### src/rtl/tmp_pkg.sv
// tmp_pkg: shared declarations for the temperature-sense conversion counter.
//   state_e          - conversion FSM states (ARMED, COUNT, HOLD)
//   *_DEF localparams - default parameter values used by the top and interface
package tmp_pkg;

  typedef enum logic [1:0] {
    ARMED = 2'd0,
    COUNT = 2'd1,
    HOLD  = 2'd2
  } state_e;

  localparam int CNT_W_DEF       = 12;
  localparam int AVG_LOG2_DEF    = 2;
  localparam int SYNC_STAGES_DEF = 2;

endpackage

### src/rtl/tmp_conv_counter_if.sv
// tmp_conv_counter_if: result hand-off bundle between the conversion counter
// and its consumer.
//   result       - averaged ramp count (CNT_W bits)
//   result_valid - result available, held until accepted
//   result_ready - consumer accepts result
//   overflow     - at least one sample in the current result saturated
// Modports: master (counter side), slave (consumer side).
interface tmp_conv_counter_if
  import tmp_pkg::*;
#(
  parameter int CNT_W = CNT_W_DEF
) ();

  logic [CNT_W-1:0] result;
  logic             result_valid;
  logic             result_ready;
  logic             overflow;

  modport master (
    output result,
    output result_valid,
    output overflow,
    input  result_ready
  );

  modport slave (
    input  result,
    input  result_valid,
    input  overflow,
    output result_ready
  );

endinterface

### src/rtl/tmp_sync.sv
// tmp_sync: multi-flop synchronizer for a single asynchronous bit.
//   clk   - destination clock
//   reset - asynchronous, active-high; clears every stage to 0
//   d     - asynchronous input
//   q     - synchronized output, SYNC_STAGES cycles of latency
module tmp_sync
  import tmp_pkg::*;
#(
  parameter int SYNC_STAGES = SYNC_STAGES_DEF
) (
  input  logic clk,
  input  logic reset,
  input  logic d,
  output logic q
);

  logic [SYNC_STAGES-1:0] sync_q;
  logic [SYNC_STAGES-1:0] sync_d;

  always_comb begin
    sync_d = {sync_q[SYNC_STAGES-2:0], d};
  end

  always_ff @(posedge clk or posedge reset) begin
    if (reset) sync_q <= '0;
    else       sync_q <= sync_d;
  end

  assign q = sync_q[SYNC_STAGES-1];

endmodule

### src/rtl/tmp_conv_counter.sv
// tmp_conv_counter: counts ramp-phase cycles until the comparator trips,
// averages 2^AVG_LOG2 such samples and presents the mean with a
// valid/ready hand-off.
//   clk     - rising-edge clock shared with the temperature-sense controller
//   reset   - asynchronous, active-high
//   meas_en - ramp-phase window, already synchronous to clk
//   cmp     - raw asynchronous comparator output
//   res_if  - result / result_valid / result_ready / overflow bundle
//   abort   - one-cycle pulse when the window closes before the comparator trips
//   busy    - high while counting a sample
module tmp_conv_counter
  import tmp_pkg::*;
#(
  parameter int CNT_W       = CNT_W_DEF,
  parameter int AVG_LOG2    = AVG_LOG2_DEF,
  parameter int SYNC_STAGES = SYNC_STAGES_DEF
) (
  input  logic                  clk,
  input  logic                  reset,
  input  logic                  meas_en,
  input  logic                  cmp,
  tmp_conv_counter_if.master    res_if,
  output logic                  abort,
  output logic                  busy
);

  // acc holds up to 2^AVG_LOG2 samples of at most 2^CNT_W-1, so it never wraps.
  localparam int ACC_W = CNT_W + AVG_LOG2;
  localparam int IDX_W = (AVG_LOG2 > 0) ? AVG_LOG2 : 1;
  localparam logic [CNT_W-1:0] CNT_MAX  = '1;
  localparam logic [IDX_W-1:0] IDX_LAST = IDX_W'((1 << AVG_LOG2) - 1);

  function automatic logic [CNT_W-1:0] sat_inc(input logic [CNT_W-1:0] v);
    return (v == CNT_MAX) ? v : v + 1'b1;
  endfunction

  logic cmp_s;

  tmp_sync #(
    .SYNC_STAGES(SYNC_STAGES)
  ) u_sync (
    .clk  (clk),
    .reset(reset),
    .d    (cmp),
    .q    (cmp_s)
  );

  state_e           state_q, state_d;
  logic             meas_en_d1_q;
  logic [CNT_W-1:0] cnt_q, cnt_d;
  logic [ACC_W-1:0] acc_q, acc_d;
  logic [IDX_W-1:0] idx_q, idx_d;
  logic [CNT_W-1:0] result_q, result_d;
  logic             result_valid_q, result_valid_d;
  logic             overflow_q, overflow_d;
  logic             abort_q, abort_d;

  logic             meas_rise;
  logic [ACC_W-1:0] acc_sum;

  assign meas_rise = meas_en & ~meas_en_d1_q;
  // Sum including the sample being captured this cycle.
  assign acc_sum   = acc_q + ACC_W'(cnt_q);

  always_comb begin
    state_d        = state_q;
    cnt_d          = cnt_q;
    acc_d          = acc_q;
    idx_d          = idx_q;
    result_d       = result_q;
    result_valid_d = result_valid_q;
    overflow_d     = overflow_q;
    abort_d        = 1'b0;

    case (state_q)
      ARMED: begin
        if (meas_rise) begin
          cnt_d   = '0;
          state_d = COUNT;
        end
      end

      COUNT: begin
        // A comparator trip wins over the window closing in the same cycle.
        if (cmp_s) begin
          acc_d = acc_sum;
          if (cnt_q == CNT_MAX) overflow_d = 1'b1;
          if (idx_q == IDX_LAST) begin
            idx_d          = '0;
            result_d       = acc_sum[ACC_W-1:AVG_LOG2];
            result_valid_d = 1'b1;
            state_d        = HOLD;
          end else begin
            idx_d   = idx_q + 1'b1;
            state_d = ARMED;
          end
        end else if (meas_en) begin
          cnt_d = sat_inc(cnt_q);
        end else begin
          abort_d = 1'b1;
          state_d = ARMED;
        end
      end

      HOLD: begin
        // Window rises here are deliberately dropped until the result is taken.
        if (result_valid_q && res_if.result_ready) begin
          result_valid_d = 1'b0;
          acc_d          = '0;
          idx_d          = '0;
          overflow_d     = 1'b0;
          state_d        = ARMED;
        end
      end

      default: state_d = ARMED;
    endcase
  end

  always_ff @(posedge clk or posedge reset) begin
    if (reset) begin
      state_q        <= ARMED;
      meas_en_d1_q   <= 1'b0;
      cnt_q          <= '0;
      acc_q          <= '0;
      idx_q          <= '0;
      result_q       <= '0;
      result_valid_q <= 1'b0;
      overflow_q     <= 1'b0;
      abort_q        <= 1'b0;
    end else begin
      state_q        <= state_d;
      meas_en_d1_q   <= meas_en;
      cnt_q          <= cnt_d;
      acc_q          <= acc_d;
      idx_q          <= idx_d;
      result_q       <= result_d;
      result_valid_q <= result_valid_d;
      overflow_q     <= overflow_d;
      abort_q        <= abort_d;
    end
  end

  assign res_if.result       = result_q;
  assign res_if.result_valid = result_valid_q;
  assign res_if.overflow     = overflow_q;
  assign abort               = abort_q;
  assign busy                = (state_q == COUNT);

endmodule

### src/flat_wrapper.sv
// flat-port wrapper written by rule: the top's interface ports become plain ports
module tmp_conv_counter_flat import tmp_pkg::*;
#(
  parameter int CNT_W       = CNT_W_DEF,
  parameter int AVG_LOG2    = AVG_LOG2_DEF,
  parameter int SYNC_STAGES = SYNC_STAGES_DEF
)
  (clk, reset, meas_en, cmp, abort, busy, res_if_result, res_if_result_valid, res_if_overflow, res_if_result_ready);
  tmp_conv_counter_if #(.CNT_W(CNT_W)) res_if_i ();
  input  logic clk;
  input  logic reset;
  input  logic meas_en;
  input  logic cmp;
  output logic abort;
  output logic busy;
  output wire logic [$bits(res_if_i.result)-1:0] res_if_result;
  output wire logic [$bits(res_if_i.result_valid)-1:0] res_if_result_valid;
  output wire logic [$bits(res_if_i.overflow)-1:0] res_if_overflow;
  input wire logic [$bits(res_if_i.result_ready)-1:0] res_if_result_ready;
  assign res_if_result = res_if_i.result;
  assign res_if_result_valid = res_if_i.result_valid;
  assign res_if_overflow = res_if_i.overflow;
  assign res_if_i.result_ready = res_if_result_ready;
  tmp_conv_counter #(.CNT_W(CNT_W), .AVG_LOG2(AVG_LOG2), .SYNC_STAGES(SYNC_STAGES)) u_core (.clk(clk), .reset(reset), .meas_en(meas_en), .cmp(cmp), .res_if(res_if_i), .abort(abort), .busy(busy));
endmodule
### config.mk
export PLATFORM = sky130hd
export DESIGN_NAME = tmp_conv_counter_flat
export DESIGN_NICKNAME = d
export VERILOG_FILES = /design/src/rtl/tmp_pkg.sv /design/src/rtl/tmp_conv_counter_if.sv /design/src/rtl/tmp_sync.sv /design/src/rtl/tmp_conv_counter.sv /design/src/flat_wrapper.sv
export SDC_FILE = /design/constraint.sdc
export NUM_CORES = 1
export LEC_CHECK = 0
export ABC_AREA = 1
export CAP_MARGIN = 20
export CELL_PAD_IN_SITES_DETAIL_PLACEMENT = 0
export CELL_PAD_IN_SITES_GLOBAL_PLACEMENT = 1
export CORE_MARGIN = 5
export CORE_UTILIZATION = 44
export DETAILED_ROUTE_END_ITERATION = 8
export PLACE_DENSITY_LB_ADDON = 0.05
export SETUP_SLACK_MARGIN = 0.2
export SYNTH_ARGS = -nofsm -noshare
export SYNTH_HDL_FRONTEND = slang
export SYNTH_SLANG_ARGS = --single-unit
### constraint.sdc
create_clock -name clk -period 2.46 [get_ports clk]
set_clock_uncertainty 0.05 [all_clocks]
set_input_delay 0.492 -clock clk [delete_from_list [all_inputs] [get_ports clk]]
set_output_delay 0.492 -clock clk [all_outputs]
set_load 0.1 [all_outputs]
* Word-level counts from Yosys, hierarchy flattened
Index checks and enable logic that the tools add are counted.
** Word-level totals
- Flip-flop bits (word level) :: 48
- Bits of input ports :: 5
- Output and inout port bits :: 16
- Word-level logic and storage cells :: 65
** Operators by class
- $add $sub $neg :: 3
- Eq/ne operators :: 13
- Multiplexer cells :: 27
- Bitwise gates (word level) :: 2
- Reduce and logical (&&, ||, !) cells :: 10
** Operators by type and width (count)
- $mux W12 :: 4
- $mux W14 :: 2
- $pmux W14 S2 :: 1
- $pmux W12 S2 :: 1
- $add A14 B12 Y14 :: 1
- $mux W2 :: 7
- $add A12 B1 Y12 const B :: 1
- $eq A12 B12 Y1 const B :: 1
- $ne A2 B1 Y1 const B :: 5
- $reduce_and A3 Y1 :: 3
- $mux W1 :: 8
- $reduce_and A4 Y1 :: 2
- $ne A2 B2 Y1 const B :: 3
- $pmux W2 S3 :: 1
- $reduce_and A5 Y1 :: 1
- $eq A2 B2 Y1 const B :: 2
- $pmux W1 S2 :: 2
- $pmux W2 S2 :: 1
- $reduce_bool A2 Y1 :: 2
- $ne A3 B2 Y1 const B :: 1
- $add A2 B1 Y2 const B :: 1
- $eq A2 B1 Y1 const B :: 1
- $logic_not A2 Y1 :: 1
- $and A1 B1 Y1 :: 1
- other kinds (2) :: 2

* Depth between registers and ports, before layout
- Word-level depth :: 5
- Mapped depth :: 11
- Gate-level depth less buffers :: 11

* Hierarchy
From an unflattened synthesis, not the netlist that was laid out.
** Second synthesis, totals
- Cells, all modules :: 359
- Area, all modules :: 2800.2 um2
** Modules (own cells, without submodules)
- tmp_conv_counter :: instances 1, cells an instance 356, area an instance 2746.4 um2, sequential area each 1151.1 um2
- tmp_sync :: instances 1, cells an instance 3, area an instance 53.8 um2, sequential area each 50.0 um2

* Worst setup path before layout
Ideal clock, no wire load.
- Path kind :: register to register
- Start point :: register u_core.cnt_q[0]
- End point :: register u_core.result_q[4], in the netlist u_core.res_if.result[4]
- Data arrival time :: 1.656 ns
- Required time :: 2.290 ns
- Setup slack :: 0.635 ns
- Stages on the path, launching flop included :: 12
- Buffers on the path :: 0
- Period minus slack after synthesis :: 1.825 ns
- Cells stage by stage :: dfrtp_1 > ha_1 > inv_1 > fa_1 > nor2_1 > nor2_1 > inv_1 > nand2_1 > nand2_1 > or2_2 > nand3_1 > nand2_1
** Between the ends
- Word-level cells in the longest chain between the ends :: 1
** RTL lines
- start, declared :: line tmp_conv_counter.sv:50 : logic [CNT_W-1:0] cnt_q, cnt_d;
- start signal, assigned :: line tmp_conv_counter.sv:134 : cnt_q <= cnt_d;
- $add A14 B12 Y14 :: line tmp_conv_counter.sv:63 : assign acc_sum = acc_q + ACC_W'(cnt_q);
- end signal, assigned :: line tmp_conv_counter.sv:137 : result_q <= result_d;
- end, declared :: line tmp_conv_counter.sv:53 : logic [CNT_W-1:0] result_q, result_d;
Every way passes these cells.
A chain may end at the register's enable or synchronous reset.

* Worst setup path after layout
- Start point :: register u_core.cnt_q[2]
- End point :: register u_core.result_q[3], in the netlist u_core.res_if.result[3]
Same word-level chain as after synthesis.

==> impl_metrics.xml <==
<?xml version="1.0" encoding="UTF-8"?>
<metrics>
  <group name="status">
    <metric name="run_status" unit="">completed</metric>
  </group>
  <group name="clock_tree">
    <metric name="clkSinkCount" unit="">48</metric>
    <metric name="worst_skew_pair.late_latency" unit="ns">0.30</metric>
    <metric name="clk_path_buf_depth" unit="">2</metric>
    <metric name="tritoncts" unit="">yes</metric>
    <metric name="cts.htree.levels" unit="">2</metric>
    <metric name="cts_inserted_buffers" unit="">5</metric>
    <metric name="cts_repair_resize_count" unit="">0</metric>
    <metric name="clkTransAtPathRegs" unit="ns">0.10</metric>
    <metric name="clk_root_buffer_cell" unit="">sky130_fd_sc_hd__clkbuf_8</metric>
    <metric name="cts_hold_buffers" unit="">0</metric>
    <metric name="post-cts-setup-buffer-count" unit="">0</metric>
  </group>
  <group name="routing">
    <metric name="detailedRoute.firstPassIterationCount" unit="">4</metric>
    <metric name="drc" unit="">0</metric>
    <metric name="drt-initial-drc-count" unit="">66</metric>
    <metric name="vias_per_cell" unit="">4.779</metric>
    <metric name="finalWirelength" unit="mm">6.229</metric>
    <metric name="dr_total_vias" unit="">2232</metric>
    <metric name="antenna_violating_nets_post_route" unit="">0</metric>
    <metric name="post_drt_wl_per_cell" unit="um">13.34</metric>
  </group>
  <group name="synth">
    <metric name="biggest_area_consumer_among_synthesized_cells" unit="">sky130_fd_sc_hd__dfrtp_1</metric>
    <metric name="synth_enable_flop_cells" unit="">0</metric>
    <metric name="synth_top_flop_cell" unit="">sky130_fd_sc_hd__dfrtp_1</metric>
    <metric name="netlist.area_leader.share" unit="">0.4220</metric>
    <metric name="syn-cell-area" unit="um2">2846</metric>
    <metric name="yosys_register_bits" unit="">48</metric>
    <metric name="ffs_w_async_s_r_synth" unit="">1.000</metric>
    <metric name="synth_cells" unit="">361</metric>
    <metric name="synth.avg_cell_area" unit="um2">7.885</metric>
    <metric name="ys_seq_area_frac" unit="">0.4220</metric>
    <metric name="ys_warn_count" unit="">0</metric>
    <metric name="synthTopCellsByArea" unit="">sky130_fd_sc_hd__dfrtp_1 42%, sky130_fd_sc_hd__nand2_1 17%, sky130_fd_sc_hd__ha_1 6.2%, sky130_fd_sc_hd__inv_1 5.5%, sky130_fd_sc_hd__nand3_1 4.4%</metric>
    <metric name="synth.net_count" unit="">381</metric>
    <metric name="yosysUniqueCellTypes" unit="">32</metric>
  </group>
  <group name="timing">
    <metric name="rsz0062_at_grt" unit="">no</metric>
    <metric name="final-max-slew-violation-count" unit="">0</metric>
    <metric name="min_period_over_period" unit="">0.7868</metric>
    <metric name="final-hold-violation-count" unit="">0</metric>
    <metric name="max_slew.worst_pin.slew" unit="ns">0.5398</metric>
    <metric name="period_needed" unit="ns">1.935</metric>
    <metric name="setup_total_negative_slack" unit="ns">0</metric>
    <metric name="slew_headroom" unit="">0.6398</metric>
    <metric name="final-setup-viol-count" unit="">0</metric>
    <metric name="max_clock_freq" unit="MHz">516.7</metric>
    <metric name="timing.hold.ws" unit="ns">0.3145</metric>
  </group>
  <group name="worst_setup_path">
    <metric name="setup.worst_path.class" unit="">register to register</metric>
    <metric name="path_max_fanout" unit="">6</metric>
    <metric name="worstPathArrival" unit="ns">2.13</metric>
    <metric name="cp-start-kind" unit="">register</metric>
    <metric name="worst_ep_required_time" unit="ns">2.66</metric>
    <metric name="critPathCaptureType" unit="">register</metric>
    <metric name="r2r_slack" unit="ns">0.52</metric>
    <metric name="worst_r2r_startpoint" unit="">u_core.cnt_q[2]</metric>
    <metric name="r2r_end" unit="">u_core.res_if.result[3]</metric>
    <metric name="r2r.worst_path.cells" unit="">7</metric>
  </group>
  <group name="layout">
    <metric name="antenna_cells_inserted" unit="">0</metric>
    <metric name="post_route_cells_drive_above_1_share" unit="">0.1590</metric>
    <metric name="layout.nets" unit="">409</metric>
    <metric name="fill_cells" unit="">663</metric>
    <metric name="flow.area_growth_from_synthesis" unit="%">13.23</metric>
  </group>
  <group name="place">
    <metric name="buffer_ports.inserted" unit="">20</metric>
    <metric name="place.detailed.hpwl" unit="mm">4.857</metric>
    <metric name="place.gp.congestion" unit="">0.8733</metric>
  </group>
  <group name="global_routing">
    <metric name="grt_start_max_net_pins" unit="">23</metric>
    <metric name="first_global_vias" unit="">2226</metric>
    <metric name="grt_antenna_before_repair" unit="">0</metric>
    <metric name="grt_first_pass_wirelength" unit="mm">10.92</metric>
    <metric name="grtUsageTotal" unit="">0.1630</metric>
    <metric name="residual_overflow_from_global_routing" unit="">0</metric>
  </group>
  <group name="power_and_ir_drop">
    <metric name="power_per_cell_area" unit="nW/um2">1057</metric>
    <metric name="intPower" unit="uW">1747</metric>
    <metric name="total_leakage_power" unit="uW">0.001740</metric>
    <metric name="clockPowerShare" unit="">0.180</metric>
    <metric name="combPwrFrac" unit="">0.486</metric>
    <metric name="power.share.sequential" unit="">0.334</metric>
    <metric name="switching_share" unit="">0.4873</metric>
    <metric name="power.ir.vdd_worst" unit="uV">706.7</metric>
    <metric name="power_switching" unit="uW">1661</metric>
  </group>
  <group name="hold_path">
    <metric name="min_from" unit="">u_core.u_sync.sync_q[0]</metric>
    <metric name="hold_crit_endpoint" unit="">u_core.u_sync.sync_q[1]</metric>
    <metric name="holdCritPathClass" unit="">register to register</metric>
    <metric name="worst_hold_path.num_cells" unit="">0</metric>
  </group>
  <group name="floorplanning">
    <metric name="design.core.area" unit="um2">6314</metric>
    <metric name="design.die.area" unit="um2">8178</metric>
    <metric name="ioPinCount" unit="">21</metric>
    <metric name="placementRows" unit="">29</metric>
    <metric name="dieHeight" unit="um">90.43</metric>
    <metric name="floorplan.initialDensity" unit="">0.4509</metric>
    <metric name="die_x" unit="um">90.43</metric>
  </group>
  <group name="job">
    <metric name="maxCapViolCount" unit="">0</metric>
  </group>
</metrics>
-- state kept, by name (all words and copies together) (netlist names) --
| name | count |
|---|---|
| u_core.res_if.result_valid | 1 |
| u_core.meas_en_d1_q | 1 |
| u_core.res_if.overflow | 1 |
| u_core.idx_q | 2 |
| u_core.cnt_q | 12 |
| u_core.state_q | 2 |
| u_core.abort | 1 |
| u_core.res_if.result | 12 |
| u_core.u_sync.sync_q | 2 |
| u_core.acc_q | 14 |
-- area by class of cell --
type / count / area, um2 / area share
Multi-Input combinational cell: 264 / 1434 / 0.4449
Clock inverter: 2 / 38.79 / 0.01203
Timing Repair Buffer: 26 / 205.2 / 0.06366
Inverter: 44 / 165.2 / 0.05124
Tap cell: 77 / 96.34 / 0.02989
Clock buffer: 6 / 82.58 / 0.02562
Sequential cell: 48 / 1201 / 0.3727
-- worst max path at each step --
stage	slack, ns	to	start	cells past startpoint
global route	0.34	u_core.acc_q[5]	u_core.cnt_q[2]	7
finish	0.52	u_core.res_if.result[3]	u_core.cnt_q[2]	7
CTS	0.49	u_core.res_if.result[3]	u_core.cnt_q[2]	7
detailed placement	0.19	u_core.cnt_q[11]	meas_en	6
global placement	0.25	u_core.cnt_q[11]	meas_en	6
floorplan	0.63	u_core.res_if.result[4]	u_core.cnt_q[0]	11
-- cells in the mapped netlist, types with 6 or more instances --
library cell              number
sky130_fd_sc_hd__nand2_2       7
sky130_fd_sc_hd__o21ai_2      11
sky130_fd_sc_hd__nand3_1      25
sky130_fd_sc_hd__nand2_1     130
sky130_fd_sc_hd__ha_1         14
sky130_fd_sc_hd__a21oi_1       6
sky130_fd_sc_hd__xor2_1       10
sky130_fd_sc_hd__inv_1        42
sky130_fd_sc_hd__nor2_1       20
sky130_fd_sc_hd__o21ai_0      12
sky130_fd_sc_hd__dfrtp_1      48
-- metal layers --
| layer | vias up | track usage | share of wire |
|---|---|---|---|
| met4 | 0 | 0.03350 | 0.0055 |
| li1 | 1192 | - | - |
| met5 | - | 0 | 0 |
| met3 | 4 | 0.03083 | 0.026 |
| met2 | 24 | 0.2524 | 0.44 |
| met1 | 1012 | 0.2373 | 0.53 |
-- power groups by stage --
stage / clock (uW) / sequential [uW] / combinational (uW)
after floorplan: 0 / 1750 / 765
after global placement: 0 / 1160 / 1670
after detailed placement: 0 / 1160 / 1680
after CTS: 633 / 1140 / 1680
after global routing: 668 / 1170 / 1810
final: 612 / 1140 / 1660
-- logic make-up (layout without fill, tap and decap cells) --
kind of cell	after synthesis	after routing	synth area share
flops	48	48	0.4220
xor+xnor	14	14	0.04307
buf+inv	49	78	0.07428
fa+ha+maj	15	15	0.06857
simple gates	199	199	0.3072
compound gates	36	36	0.08484
-- cell usage in the layout, fill, tap and decap left out, types with 2 or more instances in the layout --
| cell | n |
|---|---|
| sky130_fd_sc_hd__inv_2 | 3 |
| sky130_fd_sc_hd__a21oi_1 | 6 |
| sky130_fd_sc_hd__o21ai_2 | 11 |
| sky130_fd_sc_hd__nand3_2 | 2 |
| sky130_fd_sc_hd__nor2_1 | 20 |
| sky130_fd_sc_hd__nand2_2 | 7 |
| sky130_fd_sc_hd__o21ai_0 | 12 |
| sky130_fd_sc_hd__buf_4 | 22 |
| sky130_fd_sc_hd__a22o_1 | 2 |
| sky130_fd_sc_hd__ha_1 | 14 |
| sky130_fd_sc_hd__clkdlybuf4s50_1 | 4 |
| sky130_fd_sc_hd__clkbuf_8 | 6 |
| sky130_fd_sc_hd__nand2_4 | 2 |
| sky130_fd_sc_hd__xor2_1 | 10 |
| sky130_fd_sc_hd__nand4_1 | 4 |
| sky130_fd_sc_hd__nand3_1 | 25 |
| sky130_fd_sc_hd__nand2_1 | 130 |
| sky130_fd_sc_hd__dfrtp_1 | 48 |
| sky130_fd_sc_hd__or2_2 | 2 |
| sky130_fd_sc_hd__xnor2_1 | 4 |
| sky130_fd_sc_hd__inv_1 | 41 |
| sky130_fd_sc_hd__nand3b_1 | 2 |
| sky130_fd_sc_hd__o21a_1 | 2 |
-- worst max-delay path, stage by stage, from the launching register on --
cell and delay [ns]:
sky130_fd_sc_hd__dfrtp_1 0.48, sky130_fd_sc_hd__ha_1 0.38, sky130_fd_sc_hd__or2_2 0.32, sky130_fd_sc_hd__nand3_1 0.09, sky130_fd_sc_hd__nand2_1 0.13, sky130_fd_sc_hd__xor2_1 0.29, sky130_fd_sc_hd__nand2_1 0.10, sky130_fd_sc_hd__nand2_1 0.07
-- stage by stage --
step | power, uW | cell area, um2 | util | cells | worst slack, ns
finish | 3408 | 3223 | 0.5105 | 467 | 0.5246
global route | 3648 | 3223 | 0.5105 | 467 | 0.3442
CTS | 3459 | 3223 | 0.5105 | 467 | 0.4947
detailed placement | 2836 | 3102 | 0.4913 | 459 | 0.1888
global placement | 2823 | 3102 | 0.4913 | 459 | 0.2452
floorplan | 2510 | 2846 | - | 361 | 0.6347
No activity file was read; power rests on OpenSTA's default activity.
==> RTL edit 1: new RTL, config.mk and constraints unchanged <==
Take the reset off `result_q` and load it in a clocked block of its own.
--- a/src/rtl/tmp_conv_counter.sv
+++ b/src/rtl/tmp_conv_counter.sv
@@ -126,3 +126,2 @@
       idx_q          <= '0;
-      result_q       <= '0;
       result_valid_q <= 1'b0;
@@ -136,3 +135,2 @@
       idx_q          <= idx_d;
-      result_q       <= result_d;
       result_valid_q <= result_valid_d;
@@ -141,2 +139,6 @@
     end
+  end
+
+  always_ff @(posedge clk) begin
+    result_q <= result_d;
   end
Function: same outputs for any inputs over 10 cycles, from zero or initial values and one cycle with reset high; that may be too few to reach the edited logic, so the function may still have changed.
==> RTL edit 1 against the unedited design <==
  * Power is 24% lower
  * Wire length is 6.1% lower
  * First-iteration DRC count is 30% higher
  * Global-route usage is 1.1 points lower
  * Synthesized area is 1.5% lower
  * Largest power group is now sequential cells
  * Critical endpoint is now u_core.res_if.result[10]
  * Sequential cell count stayed put
  * Maximum frequency is 5.8% lower
  * Cell area is 2.5% lower
  * Setup slack worse by 0.12 ns
==> RTL edit 1: results (changes against the unedited design) <==
.. list-table::
   :header-rows: 1

   * - Metric
     - Value
   * - Detail Route met3 WL
     - 229 microns (+40%)
   * - Pre-CTS setup slack
     - 0.2858 ns (+0.09697 ns)
   * - Total length of routed met2 wires
     - 2.555 mm (-6.8%)
   * - Number of inserted diodes
     - 0 (unchanged)
   * - Clock-pin slew reported for the worst setup and hold paths after clock tree synthesis
     - 0.09 ns
   * - Maximum clock insertion buffer count
     - 2 (unchanged)
   * - Final WL
     - 5.848 mm (-6.1%)
   * - Critical path's largest stage delay
     - 0.43 ns (-0.05 ns)
   * - LEAKAGE
     - 1.629 nW (-6.3%)
   * - Main area contributors after synthesis
     - dfrtp_1 (32%), nand2_1 (15%), edfxtp_1 (13%)
   * - Power dissipated by switching net loads
     - 1.057 mW (-36%)
   * - Largest net degree at the start of global routing
     - 37 (+61%)
   * - Number of I/O port buffers
     - 20 (unchanged)
   * - Register name with the most flops
     - u_core.acc_q
   * - Number of synthesized flops with an enable pin
     - 12 (+12)
   * - Clock network latency to the later pin of the worst-skew pair
     - 0.30 ns (about the same)
   * - Number of design-rule violations left by the first detailed-router iteration
     - 86 (+30%)
   * - Slowest-stage cell, CP
     - dfrtp_1
   * - Number of vias per cell after detailed routing
     - 4.814 (+0.72%)
   * - Layout fillers
     - 637 (-3.9%)
   * - Number of global-route vias before repair
     - 2089 (-6.2%)
   * - Worst Tran Pin Value
     - 0.4815 ns (-0.05822 ns)
   * - Clock buffer count from CTS
     - 5 (unchanged)
   * - Worst hold path class
     - reg2reg
   * - Total Routing Usage GR
     - 0.1522 (-0.01071)
   * - Initial antenna violation count
     - 0 (unchanged)
   * - Root buffer cell
     - clkbuf_8
   * - Routed metal-1 wirelength
     - 2.981 mm (-9.3%)
   * - Global-route wire length before repair
     - 10.09 mm (-7.5%)
   * - Post-detail-place hpwl
     - 4.409 mm (-9.2%)
   * - Share of post-route cells with drive strength above 1
     - 0.1433 (-0.01572)
   * - Critical-path maximum fanout
     - 5 (-1)
   * - Most common library cells after synthesis
     - nand2_1 (112), inv_1 (44), dfrtp_1 (36), nand3_1 (22), nor2_1 (17)
   * - Critical path data arrival time
     - 2.07 ns (-0.06 ns)
   * - # Post-CTS Setup Buffers
     - 0 (unchanged)
   * - Post-cts repair resize count
     - 0 (unchanged)
   * - Top Layer Used
     - met4
   * - Routability cong.
     - 0.7743 (-11%)
   * - # H-tree levels
     - 2 (unchanged)
   * - Yosys Warn Count
     - 0 (unchanged)
   * - Layout Nets
     - 382 (-6.6%)
   * - Distinct cells, synth
     - 32 (unchanged)
   * - Share of flip-flops with an asynchronous set or reset after synthesis
     - 0.7500 (-0.2500)
   * - Result of the run
     - completed
   * - VDD IR max
     - 0.5231 mV (-26%)
   * - Fraction of the yosys area taken by sequential cells
     - 0.4498 (+0.02782)
   * - Total nets after synthesis
     - 356 (-6.6%)
==> RTL edit 1: area by class of cell <==
type,count,area [sq um],share of cell area
Sequential cell,48,1261,0.4014
Clock buffer,8,100.1,0.03186
Tap cell,77,96.34,0.03067
Multi-Input combinational cell,237,1325,0.4217
Inverter,47,176.4,0.05615
Timing Repair Buffer,23,182.7,0.05814
==> RTL edit 1: final timing paths <==
path	from	end	slack, ns	depth (start not counted)
worst max-delay path	u_core.cnt_q[0]	u_core.res_if.result[10]	0.40	10
worst max register to register	u_core.cnt_q[0]	u_core.res_if.result[10]	0.40	10
max in group asynchronous	reset	u_core.acc_q[8]	1.47	3
worst min register to register	u_core.u_sync.sync_q[0]	u_core.u_sync.sync_q[1]	0.31	0
worst min-delay path	u_core.u_sync.sync_q[0]	u_core.u_sync.sync_q[1]	0.31	0
min in group asynchronous	reset	u_core.idx_q[0]	0.55	3
==> RTL edit 1: per-stage QoR <==
step / utilization / power, mW / instance area, sq um / cells / hold slack [ns]
3_3_place_gp: 0.4846 / 2.073 / 3042 / 432 / 0.2850
4_1_cts: 0.5005 / 2.609 / 3142 / 440 / 0.3113
5_1_grt: 0.5005 / 2.753 / 3142 / 440 / 0.3336
2_1_floorplan: - / 1.898 / 2804 / 336 / 0.2812
3_5_place_dp: 0.4846 / 2.078 / 3042 / 432 / 0.2902
6_report: 0.5005 / 2.577 / 3142 / 440 / 0.3088
==> RTL edit 1: layer usage <==
layer / vias up / GRT usage
li1: 1119 / -
met1: 962 / 0.2157
met2: 30 / 0.2335
met3: 7 / 0.03172
met4: 0 / 0.04534
met5: - / 0
==> RTL edit 1: power groups by stage <==
stage / clock network [mW] / logic (mW) / registers [mW]
2_1_floorplan: 0 / 0.680 / 1.22
3_3_place_gp: 0 / 0.982 / 1.09
3_5_place_dp: 0 / 0.987 / 1.09
4_1_cts: 0.540 / 0.992 / 1.08
5_1_grt: 0.568 / 1.09 / 1.09
6_report: 0.527 / 0.974 / 1.08
==> RTL edit 1: critical path, delay by kind of cell (launching register included) <==
family | cells | cell delay [ns]
and+or+nand+nor | 6 | 0.62
buffers and inverters | 2 | 0.14
DFF | 1 | 0.43
adders and majority gates | 2 | 0.58
==> RTL edit 1: cell families after synthesis <==
| family | count (synthesis) | share of synthesized area |
|---|---|---|
| buffers and inverters | 51 | 0.07764 |
| AO/OA/AOI/OAI | 27 | 0.06872 |
| AND/OR/NAND/NOR | 180 | 0.2874 |
| XOR/XNOR | 15 | 0.04685 |
| flip-flops | 48 | 0.4498 |
| adder cells (fa/ha/maj) | 15 | 0.06961 |
==> RTL edit 2: new RTL, same flow settings <==
Made on the original files. `CNT_W_DEF`: 12 -> 18.
--- a/src/rtl/tmp_pkg.sv
+++ b/src/rtl/tmp_pkg.sv
@@ -11,3 +11,3 @@
 
-  localparam int CNT_W_DEF       = 12;
+  localparam int CNT_W_DEF       = 18;
   localparam int AVG_LOG2_DEF    = 2;
Ports: changed (resized res_if_result); port bits go from 21 to 27. The function was not compared with the original's and may differ.
==> RTL edit 2 against the unedited design <==
  * Final cell count up 58%
  * Setup slack worse by 0.10 ns
  * Count of clock-buffer cells in the layout up 3
  * Worst hold slack worse by 0.0027 ns
  * Wire length up 73%
  * Cell area up 49%
  * Critical path depth up 3
  * Power up 56%
  * Sequential cell count up 18
  * Synthesized area up 49%
  * Maximum frequency down 5.0%
  * Via count up 66%
  * Critical endpoint is now u_core.res_if.result[15]
  * Largest power group unchanged
==> RTL edit 2: results (changes against the unedited design) <==
.. list-table::
   :header-rows: 1

   * - Metric
     - Value
   * - Total Routing Usage GR
     - 0.2008 (+0.03782)
   * - Post-synth top flop
     - dfrtp_1
   * - # H-tree levels
     - 3 (+1)
   * - Yosys Warn Count
     - 0 (unchanged)
   * - Least setup slack across all paths after layout
     - 0.4222 ns (-0.1024 ns)
   * - Slowest-stage cell, CP
     - dfrtp_1
   * - Final WL
     - 10.78 mm (+73%)
   * - Routability cong.
     - 0.8290 (-5.1%)
   * - Remaining global-route overflow
     - 0 (unchanged)
   * - Number of flip-flops in the largest register
     - 20 (+6)
   * - Number of global-route vias before repair
     - 3652 (+64%)
   * - Result of the run
     - completed
   * - Global-route wire length before repair
     - 18.32 mm (+68%)
   * - Mean instance size in the synthesized netlist
     - 7.435 sq um (-5.7%)
   * - VDD IR max
     - 0.7400 mV (+4.7%)
   * - Layout Nets
     - 631 (+54%)
   * - Clock buffer count from CTS
     - 9 (+4)
   * - Reg-to-reg critical path startpoint
     - u_core.cnt_q[5]
   * - Number of design-rule violations left by the first detailed-router iteration
     - 178 (+170%)
   * - First drt pass iteration count
     - 5 (+1)
   * - Critical path data arrival time
     - 2.23 ns (+0.10 ns)
   * - Post-detail-place hpwl
     - 7.886 mm (+62%)
   * - Wire length per cell
     - 14.58 microns (+9.3%)
   * - Number of inserted diodes
     - 0 (unchanged)
   * - Logic depth of the worst register-to-register path
     - 10 (+3)
   * - LEAKAGE
     - 2.486 nW (+43%)
   * - Pre-CTS setup slack
     - 0.3104 ns (+0.1215 ns)
   * - Power dissipated by switching net loads
     - 2.790 mW (+68%)
   * - Worst hold path class
     - reg2reg
   * - Maximum clock insertion buffer count
     - 2 (unchanged)
   * - Clock network latency to the later pin of the worst-skew pair
     - 0.35 ns (+0.05 ns)
   * - Worst hold margin
     - 0.3118 ns (-0.002736 ns)
   * - Most common library cells after synthesis
     - nand2_1 (213), dfrtp_1 (66), inv_1 (49), nor2_1 (48), nand3_1 (47)
   * - Crit path capture
     - u_core.res_if.result[15]
   * - Total nets after synthesis
     - 595 (+56%)
   * - Area of the multi-input gates
     - 2295 sq um (+60%)
   * - Fraction of the yosys area taken by sequential cells
     - 0.3904 (-0.03156)
   * - Critical-path maximum fanout
     - 5 (-1)
   * - Kind of start point of the critical path
     - flop
   * - Top Family by Delay on Critical Path
     - simple AND/OR/NAND/NOR gates
   * - Share of post-route cells with drive strength above 1
     - 0.1508 (-0.008155)
   * - Distinct cells, synth
     - 36 (+13%)
   * - Cell Area, Placed
     - 4589 sq um (+48%)
   * - Main area contributors after synthesis
     - dfrtp_1 (39%), nand2_1 (19%), ha_1 (5.9%)
   * - Layout fillers
     - 955 (+44%)
   * - DP Cell Count
     - 721 (+57%)
   * - Number of vias per cell after detailed routing
     - 5.000 (+4.6%)
   * - Register name with the most flops
     - u_core.acc_q
   * - Worst Tran Pin Value
     - 0.5226 ns (-0.01720 ns)
   * - Clock-pin slew reported for the worst setup and hold paths after clock tree synthesis
     - 0.08 ns (-0.02 ns)
   * - Largest net degree at the start of global routing
     - 67 (+190%)
   * - Number of I/O port buffers
     - 26 (+30%)
[RTL edit 2: cell types whose count changed after synthesis, sizes merged, moves of 3 or more]
cell,before,now
nand2,139,223
nor2,22,56
nand3,27,47
dfrtp,48,66
nand3b,2,13
a21oi,6,16
inv,44,53
ha,14,20
xor2,10,4
xnor2,4,9
buf,5,9
nor3,2,5
o21ai,23,26
[RTL edit 2: layer usage]
metal,track usage,routed length [microns],share of wire,up-vias
met5,0,0,0,-
met4,0.04959,125,0.012,0
met3,0.03701,432,0.040,11
met2,0.3344,4995,0.46,63
met1,0.2706,5222,0.48,1727
li1,-,-,-,1894
[RTL edit 2: repair_timing]
| item | in CTS | in global routing |
|---|---|---|
| resized for setup | 0 | 2 |
| buffers inserted | 0 | 2 |
| endpoints found under the setup margin | 0 | 16 |
| hold endpoints to repair | 0 | 0 |
[RTL edit 2: final cells by class]
| cell class | count | share of cell area |
|---|---|---|
| Clock buffer | 9 | 0.02576 |
| Multi-Input combinational cell | 440 | 0.4772 |
| Inverter | 53 | 0.04189 |
| Sequential cell | 66 | 0.3437 |
| Clock inverter | 7 | 0.01587 |
| Timing Repair Buffer | 35 | 0.06193 |
| Tap cell | 129 | 0.03357 |
[RTL edit 2: power by group through the flow]
stage | Sequential, mW | Combinational (mW) | Clock, mW
2_1_floorplan | 2.71 | 1.11 | 0
3_3_place_gp | 1.60 | 2.76 | 0
3_5_place_dp | 1.61 | 2.78 | 0
4_1_cts | 1.59 | 2.79 | 0.988
5_1_grt | 1.63 | 2.98 | 1.03
6_report | 1.58 | 2.78 | 0.954
[RTL edit 2: worst min path at each step]
stage                            startpoint                       to  cells past startpoint
floorplan           u_core.u_sync.sync_q[0]  u_core.u_sync.sync_q[1]                      0
global placement    u_core.u_sync.sync_q[0]  u_core.u_sync.sync_q[1]                      0
detailed placement  u_core.u_sync.sync_q[0]  u_core.u_sync.sync_q[1]                      0
CTS                 u_core.u_sync.sync_q[0]  u_core.u_sync.sync_q[1]                      0
global route        u_core.u_sync.sync_q[0]  u_core.u_sync.sync_q[1]                      0
finish              u_core.u_sync.sync_q[0]  u_core.u_sync.sync_q[1]                      0
[RTL edit 2: cell families after synthesis]
logic type | after synthesis | synth area share
flops | 66 | 0.3904
fa+ha+maj | 21 | 0.06389
xor+xnor | 13 | 0.02692
compound gates | 51 | 0.07808
buf+inv | 63 | 0.06773
simple gates | 355 | 0.3730
